===== config.mk =====
export PLATFORM = sky130hd
export DESIGN_NAME = vpu_dst_port
export DESIGN_NICKNAME = d
export VERILOG_FILES = /design/src/rtl/vpu_dst_port_pkg.sv /design/src/rtl/vpu_dst_fifo.sv /design/src/rtl/vpu_dst_port.sv
export SDC_FILE = /design/constraint.sdc
export NUM_CORES = 1
export LEC_CHECK = 0
export ABC_CLOCK_PERIOD_IN_PS = 3380
export BUFFER_PORTS_ARGS = -buffer_cell sky130_fd_sc_hd__buf_2
export CORE_ASPECT_RATIO = 1.1
export CORE_UTILIZATION = 30
export CTS_BUF_LIST = sky130_fd_sc_hd__clkbuf_4 sky130_fd_sc_hd__clkbuf_8 sky130_fd_sc_hd__clkbuf_16
export DETAILED_ROUTE_END_ITERATION = 8
export SETUP_SLACK_MARGIN = 0.4
export SLEW_MARGIN = 30
export SYNTH_ARGS = -nofsm -noshare
export SYNTH_HDL_FRONTEND = slang
export SYNTH_SLANG_ARGS = --single-unit

===== constraint.sdc =====
create_clock -name clk -period 3.38 [get_ports clk]
set_input_delay 1.014 -clock clk [delete_from_list [all_inputs] [get_ports clk]]
set_output_delay 1.014 -clock clk [all_outputs]
set_load 0.02 [all_outputs]

===== src/rtl/vpu_dst_port_pkg.sv =====
// vpu_dst_port_pkg: shared widths and FSM state type for the VPU destination port.
// Rev 1.0
`default_nettype none

package vpu_dst_port_pkg;

  localparam int VPU_OPCODE_WIDTH    = 32;
  localparam int VPU_SRAM_ADDR_WIDTH = 10;

  typedef enum logic [1:0] {
    ST_IDLE = 2'd0,
    ST_RUN  = 2'd1,
    ST_DONE = 2'd2
  } state_t;

endpackage

`default_nettype wire


===== src/rtl/vpu_dst_fifo.sv =====
// vpu_dst_fifo: synchronous first-word-fall-through FIFO with wrap-bit pointers.
// Rev 1.0
`default_nettype none

module vpu_dst_fifo #(
  parameter int DATA_WIDTH = 32,
  parameter int DEPTH      = 4
) (
  input  logic                    clk,
  input  logic                    rst_n,
  input  logic                    push,
  input  logic [DATA_WIDTH-1:0]   wdata,
  input  logic                    pop,
  output logic [DATA_WIDTH-1:0]   rdata,
  output logic                    full,
  output logic                    empty,
  output logic [$clog2(DEPTH):0]  count
);

  localparam int AW = $clog2(DEPTH);

  logic [DATA_WIDTH-1:0] mem [DEPTH];
  logic [AW:0]           wptr;
  logic [AW:0]           rptr;
  logic                  do_push;
  logic                  do_pop;

  // A push into a full FIFO only lands when the head leaves in the same cycle.
  assign do_pop  = pop && !empty;
  assign do_push = push && (!full || do_pop);

  assign count = wptr - rptr;
  assign empty = (wptr == rptr);
  assign full  = (wptr[AW] != rptr[AW]) && (wptr[AW-1:0] == rptr[AW-1:0]);
  assign rdata = mem[rptr[AW-1:0]];

  always_ff @(posedge clk or negedge rst_n) begin
    if (!rst_n) begin
      wptr <= '0;
      rptr <= '0;
      for (int i = 0; i < DEPTH; i++) begin
        mem[i] <= '0;
      end
    end else begin
      if (do_push) begin
        mem[wptr[AW-1:0]] <= wdata;
        wptr              <= wptr + (AW+1)'(1);
      end
      if (do_pop) begin
        rptr <= rptr + (AW+1)'(1);
      end
    end
  end

endmodule

`default_nettype wire


===== src/rtl/vpu_dst_port.sv =====
// vpu_dst_port: buffers ALU results and streams them to consecutive SRAM addresses.
// Rev 1.0
`default_nettype none

module vpu_dst_port
  import vpu_dst_port_pkg::*;
#(
  parameter int OPCODE_WIDTH    = VPU_OPCODE_WIDTH,
  parameter int SRAM_ADDR_WIDTH = VPU_SRAM_ADDR_WIDTH,
  parameter int FIFO_DEPTH      = 4,
  parameter int CNT_WIDTH       = 8
) (
  input  logic                       clk,
  input  logic                       rst_n,
  input  logic                       start_i,
  input  logic [SRAM_ADDR_WIDTH-1:0] dst_addr_i,
  input  logic [CNT_WIDTH-1:0]       elem_cnt_i,
  input  logic [OPCODE_WIDTH-1:0]    result_i,
  input  logic                       done_i,
  output logic                       wreq_o,
  output logic [SRAM_ADDR_WIDTH-1:0] waddr_o,
  output logic [OPCODE_WIDTH-1:0]    wdata_o,
  input  logic                       wready_i,
  output logic                       ready_o,
  output logic                       busy_o,
  output logic                       done_o,
  output logic                       err_o
);

  localparam int CW = $clog2(FIFO_DEPTH) + 1;
  localparam logic [CW-1:0] DEPTH_CNT = CW'(FIFO_DEPTH);

  state_t                     state;
  state_t                     state_next;
  logic [SRAM_ADDR_WIDTH-1:0] addr_q;
  logic [CNT_WIDTH-1:0]       rem_in;
  logic [CNT_WIDTH-1:0]       rem_out;
  logic                       err;

  logic                       fifo_full;
  logic                       fifo_empty;
  logic [CW-1:0]              fifo_count;
  logic [OPCODE_WIDTH-1:0]    fifo_head;

  logic start_ok;
  logic pop;
  logic take;
  logic push;
  logic overflow;
  logic out_dec;
  logic err_set;

  assign start_ok = (state == ST_IDLE) && start_i;
  assign pop      = wreq_o && wready_i;
  assign take     = (state == ST_RUN) && done_i && (rem_in != '0);
  assign push     = take && (!fifo_full || pop);
  // A dropped overflow result still retires one expected write so the op can finish.
  assign overflow = take && fifo_full && !pop;
  assign out_dec  = pop || overflow;
  assign err_set  = (done_i && !take) || overflow;

  vpu_dst_fifo #(
    .DATA_WIDTH (OPCODE_WIDTH),
    .DEPTH      (FIFO_DEPTH)
  ) u_fifo (
    .clk   (clk),
    .rst_n (rst_n),
    .push  (push),
    .wdata (result_i),
    .pop   (pop),
    .rdata (fifo_head),
    .full  (fifo_full),
    .empty (fifo_empty),
    .count (fifo_count)
  );

  always_comb begin
    state_next = state;
    unique case (state)
      ST_IDLE: if (start_i) state_next = (elem_cnt_i == '0) ? ST_DONE : ST_RUN;
      ST_RUN:  if (out_dec && (rem_out == CNT_WIDTH'(1))) state_next = ST_DONE;
      ST_DONE: state_next = ST_IDLE;
      default: state_next = ST_IDLE;
    endcase
  end

  always_ff @(posedge clk or negedge rst_n) begin
    if (!rst_n) begin
      state   <= ST_IDLE;
      addr_q  <= '0;
      rem_in  <= '0;
      rem_out <= '0;
      err     <= 1'b0;
    end else begin
      state <= state_next;
      if (start_ok) begin
        addr_q  <= dst_addr_i;
        rem_in  <= elem_cnt_i;
        rem_out <= elem_cnt_i;
      end else begin
        if (take)    rem_in  <= rem_in - CNT_WIDTH'(1);
        if (pop)     addr_q  <= addr_q + SRAM_ADDR_WIDTH'(1);
        if (out_dec) rem_out <= rem_out - CNT_WIDTH'(1);
      end
      // A stray result in the same cycle as a new start still counts as an error.
      if (err_set)       err <= 1'b1;
      else if (start_ok) err <= 1'b0;
    end
  end

  assign wreq_o  = (state == ST_RUN) && !fifo_empty;
  assign waddr_o = addr_q;
  assign wdata_o = fifo_head;
  assign ready_o = (fifo_count < DEPTH_CNT);
  assign busy_o  = (state != ST_IDLE);
  assign done_o  = (state == ST_DONE);
  assign err_o   = err;

endmodule

`default_nettype wire


==> summary.md <==
| Metric | Value |
|---|---|
| Avg WL per Cell | 17.8 um |
| Max-cap violation count | 0 |
| Nets | 702 |
| Starting Density | 30.8% |
| Initial antenna violation count | 1 |
| Switch Pwr | 0.00366 W |
| Status | complete, no violations |
| Worst clock skew | 0.0105 ns |
| Vias | 4708 |
| Clock sink total | 163 |
| Clock period minus worst slack | 2.88 ns |
| Utilization after layout | 36.5% |
| Die area | 26000 um^2 |
| Post-Route Setup TNS | 0 ns |
| Hold crit path type | reg -> reg |
| Largest net degree at the start of global routing | 56 |
| Clock tree buffer depth | 2 |
| Vias per inst | 4.91 |
| Int Power | 0.00618 W |
| Pins Over Slew Limit | 0 |
| Achievable Freq | 347 MHz |
| Die Span Y | 169 um |
| HPWL after DPL | 11.3 mm |
| CP max FO | 27 |
| Slew @ Worst Pin | 0.594 ns |
| Top layer in use | met5 |
| Primary FF master, synth | dfrtp_1 |
| Worst Setup Start Kind | flop |
| Met2 wire len | 8.58 mm |
| H-tree depth | 4 |
| Antenna-violating nets left | 0 |
| Fin crit share | 85.2% |
| Root Buffer Master | clkbuf_16 |
| Routability cong. | 0.770 |
| Setup crit end kind | output port |
| Core ar. | 24700 um^2 |
| First-pass GRT wire length | 28.1 mm |
| Cts bufs inserted | 17 |
| Pwr Density | 1090 nW/um^2 |
| DRT iter0 DRCs | 204 |
| IO buf count | 101 |
| Critical path type | reg -> out |
| Clock power frac | 19.6% |
| DRC viols | 0 |
| WP data arrival | 1.86 ns |
| Rows | 60 |
| RSZ-0062 raised after global routing | no |
| Gr usage total | 14.0% |
| Worst rel slew slack | 59.4% |
| Remaining global-route overflow | 0 |
| Seq pwr share | 35.7% |
| # hold bufs at CTS | 0 |
| Fill count | 2370 |
| Met3 WL | 610 um |
| Most frequent cells in the layout | 161 x dfrtp_1, 111 x mux2_2, 99 x buf_2 |
| Post-synth EDFFs | 0 |
| Area Growth Syn to Fin | 18.4% |
| Library cells used by synthesis | 46 |
| CP Data Required Time | 2.37 ns |
| Die Wd | 154 um |
| Detailed Routing Iterations Pass 1 | 4 |
| Diodes inserted | 0 |
| Reg clk slew, reported paths | 0.07 ns |
| Max IR drop VDD | 0.000584 V |
| Layout cell share with drive strength beyond 1 | 46.1% |
| Cell Area, Synth | 7600 um^2 |
| Worst skew pair latency | 0.43 ns |
| Cell Area, Placed | 8400 um^2 |
| Comb pwr share | 44.6% |
| Net Sw Frac | 37.2% |
| Number of global-route vias before repair | 5050 |
| Ys Warns | 0 |
| Design Area, Final | 9000 um^2 |
| Synth top area share | 53.6% |
| Synth async-reset ratio | 100% |
| Hold violation total from the final report | 0 |
| Cell taking the most area after synthesis | dfrtp_1 |
| Num ports | 102 |
| Total routed wirelength | 17.1 mm |
| Mapped Cells | 531 |
| Top post-synthesis cells by area | dfrtp_1 54%, mux2_2 16%, mux4_2 9.5% |
| CTS tree | built |
| LEAKAGE | 3.91 nW |
| Syn_area_per_cell | 14.3 um^2 |
| Commonest non-fill, non-tap cell in the layout | dfrtp_1 |
| Metal1 wirelength | 7.69 mm |
| Syn Nets | 598 |
| Setup-failing EPs final | 0 |
| Post-synthesis sequential area ratio | 53.6% |
| Register bit total from synthesis | 163 |
[repair_timing]
action	in CTS	in global routing
endpoints found under the hold margin	0	0
resized for setup	0	1
endpoints found under the setup margin	28	1
buffers inserted	2	0
[flip-flops by register name (all words and copies together), names as in the netlist]
register     flops
u_fifo.mem     128
waddr_o         10
rem_in           8
rem_out          8
u_fifo.rptr      3
u_fifo.wptr      3
state            2
err_o            1
[worst paths after layout]
| check | from | end | slack (ns) | cells after the start |
|---|---|---|---|---|
| min in group asynchronous | rst_n | rem_in[6] | 0.56 | 1 |
| max | u_fifo.rptr[0] | wdata_o[0] | 0.50 | 3 |
| max reg2reg | u_fifo.rptr[0] | u_fifo.mem[38] | 0.88 | 7 |
| min | u_fifo.mem[40] | u_fifo.mem[40] | 0.49 | 1 |
| min reg2reg | u_fifo.mem[40] | u_fifo.mem[40] | 0.49 | 1 |
| max in group asynchronous | rst_n | u_fifo.mem[114] | 2.08 | 2 |
[cells by family after synthesis]
family                     Yosys count  share of synthesized area [%]
DFF                                163                           53.6
muxes                              161                           28.6
and+or+nand+nor                     87                           5.94
AOI/OAI and AO/OA                   54                           4.82
buffers and inverters               37                           3.08
xor gates and xnor gates            17                           1.96
adders and majority gates           12                           1.97
[final cells by class]
type	count	area [um^2]	area share, %
flip-flops and latches	163	4080	45.3
well taps	310	388	4.31
clock buffers	19	453	5.03
repair buffers	111	614	6.82
clock inverters	13	135	1.50
inverters	11	41.3	0.459
multi-input cells	331	3290	36.6
[synth_stat cells (2+ instances only)]
cell        n
nand4_1     2
mux4_2     32
or4_1       3
dfrtp_1   163
a221o_1     5
and2_1      2
inv_1      11
xnor2_1    13
nor4_1      2
nor3_1      4
ha_1       12
or3_1       8
nor2b_1     3
mux2_2    111
o211ai_1    2
buf_6      12
buf_2       4
nand3_1     5
nand2_1    29
clkbuf_1   10
nor2_1     19
xor2_1      4
nand2_4     4
a31oi_1     7
a21o_1      2
a21oi_1     4
o21ai_0    22
mux2_1     18
[worst max-delay path: stages (launching register included)]
cell and delay (ns):
dfrtp_2 0.40, buf_12 0.26, mux4_2 0.59, buf_2 0.19
[through the flow]
stage                     worst slack, ns  power (W)  instances  hold slack [ns]
after global placement              0.560    0.00789        924            0.468
after floorplan                     0.513    0.00676        531            0.459
after detailed placement            0.514    0.00801        924            0.476
after CTS                           0.449     0.0100        958            0.491
final                               0.501    0.00984        958            0.489
after global routing                0.402     0.0105        958            0.510
[routing by layer]
metal  vias to the layer above  track usage (%)
met4                         2             3.78
met5                         -                0
li1                       2169                -
met3                        15             3.15
met1                      2434             18.0
met2                        88             23.8
[power by group through the flow]
stage | clock (W) | sequential (W) | combinational, W
floorplan | 0 | 0.00343 | 0.00333
global placement | 0 | 0.00356 | 0.00433
detailed placement | 0 | 0.00359 | 0.00442
CTS | 0.00199 | 0.00352 | 0.00449
global route | 0.00207 | 0.00366 | 0.00480
finish | 0.00193 | 0.00352 | 0.00439
No activity file was read; power rests on OpenSTA's default activity.
